<file path="src/rtl/duty_button_conditioner.sv">
// Push-button conditioner for the PWM duty controller.
// Each button passes through a 2-flop synchronizer, a counting debouncer
// and a press/auto-repeat pulse generator. Pulses are suppressed while
// both buttons are held at once.

module duty_button_channel #(
  parameter int unsigned DEBOUNCE_CYCLES = 16,
  parameter int unsigned REPEAT_ENABLE   = 1,
  parameter int unsigned REPEAT_DELAY    = 64,
  parameter int unsigned REPEAT_PERIOD   = 16,
  parameter int unsigned CNT_W           = 16
) (
  input  logic clk_i,
  input  logic rst_i,
  input  logic raw_i,
  output logic pulse_o,
  output logic held_o
);

  localparam logic [CNT_W-1:0] DEB_LAST    = CNT_W'(DEBOUNCE_CYCLES - 1);
  localparam logic [CNT_W-1:0] DELAY_LAST  = CNT_W'(REPEAT_DELAY - 1);
  localparam logic [CNT_W-1:0] PERIOD_LAST = CNT_W'(REPEAT_PERIOD - 1);
  localparam logic [CNT_W-1:0] CNT_ONE     = CNT_W'(1);

  typedef enum logic [1:0] {
    ST_IDLE = 2'd0,
    ST_WAIT = 2'd1,
    ST_RPT  = 2'd2
  } state_t;

  logic [1:0]       sync_q;
  logic             sync_s;
  logic             deb_q, deb_d;
  logic [CNT_W-1:0] dcnt_q, dcnt_d;
  state_t           state_q, state_d;
  logic [CNT_W-1:0] tmr_q, tmr_d;
  logic             pulse_q, pulse_d;

  assign sync_s = sync_q[1];

  // Two-flop synchronizer for the asynchronous raw button.
  always_ff @(posedge clk_i) begin
    if (rst_i) begin
      sync_q <= '0;
    end else begin
      sync_q <= {sync_q[0], raw_i};
    end
  end

  // Debouncer: accept a new level only after it has held for the full count.
  always_comb begin
    deb_d  = deb_q;
    dcnt_d = dcnt_q;
    if (sync_s == deb_q) begin
      dcnt_d = '0;
    end else if (dcnt_q == DEB_LAST) begin
      deb_d  = sync_s;
      dcnt_d = '0;
    end else begin
      dcnt_d = dcnt_q + CNT_ONE;
    end
  end

  // Debouncer state register.
  always_ff @(posedge clk_i) begin
    if (rst_i) begin
      deb_q  <= 1'b0;
      dcnt_q <= '0;
    end else begin
      deb_q  <= deb_d;
      dcnt_q <= dcnt_d;
    end
  end

  // Pulse FSM next state. It looks at the level being loaded this edge
  // (deb_d) so the first pulse coincides with the held level rising and
  // no pulse can be issued on the edge where the level falls.
  always_comb begin
    state_d = state_q;
    tmr_d   = tmr_q;
    pulse_d = 1'b0;
    if (!deb_d) begin
      state_d = ST_IDLE;
      tmr_d   = '0;
    end else begin
      case (state_q)
        ST_IDLE: begin
          if (!deb_q) begin
            pulse_d = 1'b1;
            tmr_d   = '0;
            state_d = ST_WAIT;
          end
        end
        ST_WAIT: begin
          // Without auto-repeat the channel parks here until release.
          if (REPEAT_ENABLE != 0) begin
            if (tmr_q == DELAY_LAST) begin
              pulse_d = 1'b1;
              tmr_d   = '0;
              state_d = ST_RPT;
            end else begin
              tmr_d = tmr_q + CNT_ONE;
            end
          end
        end
        ST_RPT: begin
          if (tmr_q == PERIOD_LAST) begin
            pulse_d = 1'b1;
            tmr_d   = '0;
          end else begin
            tmr_d = tmr_q + CNT_ONE;
          end
        end
        default: begin
          state_d = ST_IDLE;
          tmr_d   = '0;
        end
      endcase
    end
  end

  // Pulse FSM state, timer and registered pulse.
  always_ff @(posedge clk_i) begin
    if (rst_i) begin
      state_q <= ST_IDLE;
      tmr_q   <= '0;
      pulse_q <= 1'b0;
    end else begin
      state_q <= state_d;
      tmr_q   <= tmr_d;
      pulse_q <= pulse_d;
    end
  end

  assign pulse_o = pulse_q;
  assign held_o  = deb_q;

endmodule

module duty_button_conditioner #(
  parameter int unsigned DEBOUNCE_CYCLES = 16,
  parameter int unsigned REPEAT_ENABLE   = 1,
  parameter int unsigned REPEAT_DELAY    = 64,
  parameter int unsigned REPEAT_PERIOD   = 16,
  parameter int unsigned CNT_W           = 16
) (
  input  logic clk,
  input  logic rst,
  input  logic btn_inc_raw,
  input  logic btn_dec_raw,
  output logic inc_pulse,
  output logic dec_pulse,
  output logic inc_held,
  output logic dec_held
);

  logic inc_p, dec_p;
  logic both_held;

  duty_button_channel #(
    .DEBOUNCE_CYCLES (DEBOUNCE_CYCLES),
    .REPEAT_ENABLE   (REPEAT_ENABLE),
    .REPEAT_DELAY    (REPEAT_DELAY),
    .REPEAT_PERIOD   (REPEAT_PERIOD),
    .CNT_W           (CNT_W)
  ) u_inc (
    .clk_i   (clk),
    .rst_i   (rst),
    .raw_i   (btn_inc_raw),
    .pulse_o (inc_p),
    .held_o  (inc_held)
  );

  duty_button_channel #(
    .DEBOUNCE_CYCLES (DEBOUNCE_CYCLES),
    .REPEAT_ENABLE   (REPEAT_ENABLE),
    .REPEAT_DELAY    (REPEAT_DELAY),
    .REPEAT_PERIOD   (REPEAT_PERIOD),
    .CNT_W           (CNT_W)
  ) u_dec (
    .clk_i   (clk),
    .rst_i   (rst),
    .raw_i   (btn_dec_raw),
    .pulse_o (dec_p),
    .held_o  (dec_held)
  );

  // Both buttons down is ambiguous: mask pulses but let the timers run on.
  assign both_held = inc_held & dec_held;
  assign inc_pulse = inc_p & ~both_held;
  assign dec_pulse = dec_p & ~both_held;

endmodule

</file>
<file path="config.mk">
export PLATFORM = sky130hd
export DESIGN_NAME = duty_button_conditioner
export DESIGN_NICKNAME = d
export VERILOG_FILES = /design/src/rtl/duty_button_conditioner.sv
export SDC_FILE = /design/constraint.sdc
export NUM_CORES = 1
export LEC_CHECK = 0
export CAP_MARGIN = 20
export CORE_MARGIN = 2
export CORE_UTILIZATION = 62
export CTS_BUF_LIST = sky130_fd_sc_hd__clkbuf_8 sky130_fd_sc_hd__clkbuf_16
export DETAILED_ROUTE_END_ITERATION = 16
export MAX_ROUTING_LAYER = met4
export PLACE_DENSITY = 0.83
export SYNTH_ARGS = -nofsm -noshare
export SYNTH_HDL_FRONTEND = slang
export SYNTH_SLANG_ARGS = --single-unit
</file>
<file path="constraint.sdc">
create_clock -name clk -period 3.23 [get_ports clk]
set_clock_uncertainty 0.15 [all_clocks]
set_input_delay 0.4845 -clock clk [delete_from_list [all_inputs] [get_ports clk]]
set_output_delay 0.4845 -clock clk [all_outputs]
set_load 0.01 [all_outputs]
</file>
==> impl_metrics.ini <==
[route]
wire_per_inst_um = 13.50
final_antenna_net_count = 0
viasPerCell = 5.885
drtIter0Drc = 205
wl_mm = 7.168
vias = 3125
dr.pass1.iters = 4
drc = 0

[clock_tree]
path_clk_slew_ns = 0.08
cts_tree = done
cts_hold_buf = 0
cts.htree.levels = 3
postCtsResizedCells = 0
cts_inserted_buffers = 9
clk_root_buffer_cell = clkbuf_8
clockBufferDepth = 2
cts.sinks = 76
post_cts_buffers = 0
clock_latency_ns = 0.36

[global_route]
grt_pass1_wl_mm = 11.96
antenna_found_initial = 0
grt-ovfl-total = 0
track_usage = 0.2326
grt_max_degree = 20
grt_pass1_vias = 2721

[timing]
maxSlewViolCount = 0
max_freq_ghz = 0.3931
tns_ns = 0
fin_crit_ns = 2.544
worstMarginPinSlew_ns = 0.7266
setup_viol = 0
slew_headroom = 0.5123
whs_ns = 0.2940
min_period_over_period = 0.7876
rsz0062_at_grt = false
hold_viol = 0

[die]
die_area_mm2 = 0.006788
core_area_mm2 = 0.005921
num_io_pins = 8
row_count = 28
die_w_um = 82.39
die_height_um = 82.39
start_util = 0.6435

[pwr]
p_seq_frac = 0.559
p_leak_nw = 1.318
p_switching_uw = 379.1
power_mw = 1.681
pwr-share-comb = 0.010
power_density_mw_per_mm2 = 410.9
p_int_mw = 1.302
peakVddDrop_mv = 0.3131
p_clk_frac = 0.430
p_sw_frac = 0.2255

[synth]
syn_area_mm2 = 0.003810
synth_warnings = 0
synth-seq-cells = 76
postSynth.asyncResetShare = 0
synth_cells = 448
synth-edff-count = 0
syn_avg_cell_area_um2 = 8.504
ys_seq_area_frac = 0.3993
syn-num-nets = 466
ys.flop_type = dfxtp_1
synth_cell_type_count = 53

[worst_setup_path]
slowest_delay_ns = 0.67
crit_chain = or4_2, nor4_1, o2bb2ai_4, nand2_1, a211oi_1
worstRegToRegCells = 5
critPathCaptureType = flip-flop
cp.arrival_ns = 2.62
start_kind = flip-flop
critPathKind = reg -> reg
crit_cells = 5
path_buf_inv = 0
critPathTopFamily = simple AND/OR/NAND/NOR gates
slowest_stage = or4_2
worstPathRequired_ns = 3.31
critPathMaxFanout = 11

[status]
run_status = completed

[placement]
dp_cells = 515
dp_hpwl_mm = 4.937
port-buffer-count = 7
gp_congestion = 0.9445

[cells_and_area]
layout.nets = 469
antennaDiodeCount = 0
area_delta_synth_final_pct = 7.356
drive_gt1_frac = 0.06140
fill_cells = 485
fin_cells = 531

[job]
max_cap_violations = 0

[worst_hold_path]
hold_path_class = reg -> reg
min_delay_path_depth = 1
==> sequential cells by signal (all words and copies together), names as in the netlist <==
register / flops
u_dec.state_q: 2
u_inc.pulse_o: 1
u_inc.sync_q: 2
u_inc.state_q: 2
u_dec.sync_q: 2
u_dec.pulse_o: 1
u_inc.tmr_q: 16
u_dec.dcnt_q: 16
u_dec.tmr_q: 16
u_dec.held_o: 1
u_inc.held_o: 1
u_inc.dcnt_q: 16
==> path summary, 6_finish.rpt <==
kind / from / endpoint / slack, ns
worst max-delay path: u_dec.tmr_q[4] / u_dec.tmr_q[7] / 0.69
worst min-delay path: u_inc.dcnt_q[0] / u_inc.dcnt_q[0] / 0.29
worst max register to register: u_dec.tmr_q[4] / u_dec.tmr_q[7] / 0.69
worst min register to register: u_inc.dcnt_q[0] / u_inc.dcnt_q[0] / 0.29
==> placed cells by master (no fill, tap or decap), drive strengths merged, types with 2 or more instances in the layout <==
master         count
xor2              21
nand2             45
dfxtp             76
nor2              56
and3               6
mux2i              3
a21oi             11
nor2b              4
clkdlybuf4s50      7
xnor2             28
ha                14
or3                5
a211oi            11
nand2b             2
a2bb2oi            2
nand3             34
a31oi              8
nand4             10
nor3              12
clkbuf             9
clkinv             4
and2               7
nor4              18
inv               22
or4               10
a21boi             2
and4               8
or2                3
o21ai              5
o2bb2ai            2
==> through the flow <==
step	util	worst slack (ns)	area (µm²)
floorplan	-	0.9660	3810
global placement	0.6583	0.8166	3897
detailed placement	0.6583	0.7487	3897
CTS	0.6908	0.7248	4090
global route	0.6908	0.4702	4090
finish	0.6908	0.6860	4090
==> synth_stat cells (2+ instances only) <==
| cell | n | share of area |
|---|---|---|
| a21oi_1 | 10 | 0.013 |
| xnor2_1 | 28 | 0.064 |
| clkbuf_1 | 11 | 0.011 |
| a21boi_0 | 2 | 0.0039 |
| a31oi_1 | 8 | 0.013 |
| nand2b_1 | 2 | 0.0033 |
| and3_1 | 6 | 0.0099 |
| a211oi_1 | 10 | 0.020 |
| or2_2 | 3 | 0.0049 |
| nor3_1 | 12 | 0.016 |
| or4_1 | 8 | 0.016 |
| dfxtp_1 | 76 | 0.40 |
| or3_1 | 5 | 0.0082 |
| ha_1 | 14 | 0.046 |
| nor4_1 | 18 | 0.030 |
| inv_1 | 19 | 0.019 |
| nand3_1 | 33 | 0.043 |
| and4_1 | 8 | 0.018 |
| and2_1 | 6 | 0.0099 |
| nor2b_1 | 4 | 0.0066 |
| o21ai_1 | 2 | 0.0026 |
| nand2_1 | 45 | 0.044 |
| mux2i_1 | 3 | 0.0079 |
| xor2_1 | 21 | 0.048 |
| o21ai_0 | 2 | 0.0026 |
| nor2_1 | 56 | 0.055 |
| nand4_1 | 10 | 0.016 |
==> power groups by stage <==
stage          combinational (mW)  clock, mW  sequential (mW)
2_1_floorplan              0.0104          0            0.962
3_3_place_gp               0.0170          0            0.962
3_5_place_dp               0.0176          0            0.963
4_1_cts                    0.0176      0.731            0.940
5_1_grt                    0.0197      0.759            0.941
6_report                   0.0174      0.723            0.940
==> cell families after synthesis <==
kind of cell	count (synthesis)	synth area share
buf+inv	36	0.04170
compound gates	45	0.08933
flops	76	0.3993
xor+xnor	49	0.1126
fa+ha+maj	14	0.04598
mux	3	0.007882
simple gates	225	0.3031
==> routing by layer <==
layer	wire length, µm	global-route usage	part of all wire
met4	124	0.1050	0.017
met5	0	-	0
met1	3468	0.3008	0.48
met2	3320	0.3556	0.46
met3	255	0.04130	0.036
==> layout make-up <==
| cell class | instances | area (µm²) | area share |
|---|---|---|---|
| sequential | 76 | 1521 | 0.3720 |
| timing repair buffer | 8 | 77.57 | 0.01897 |
| multi-input combinational | 336 | 2130 | 0.5206 |
| clock buffer | 9 | 123.9 | 0.03028 |
| tap | 75 | 93.84 | 0.02294 |
| inverter | 20 | 75.07 | 0.01835 |
| clock inverter | 7 | 68.82 | 0.01682 |
Note: power is estimated with default switching activity, not from simulation.
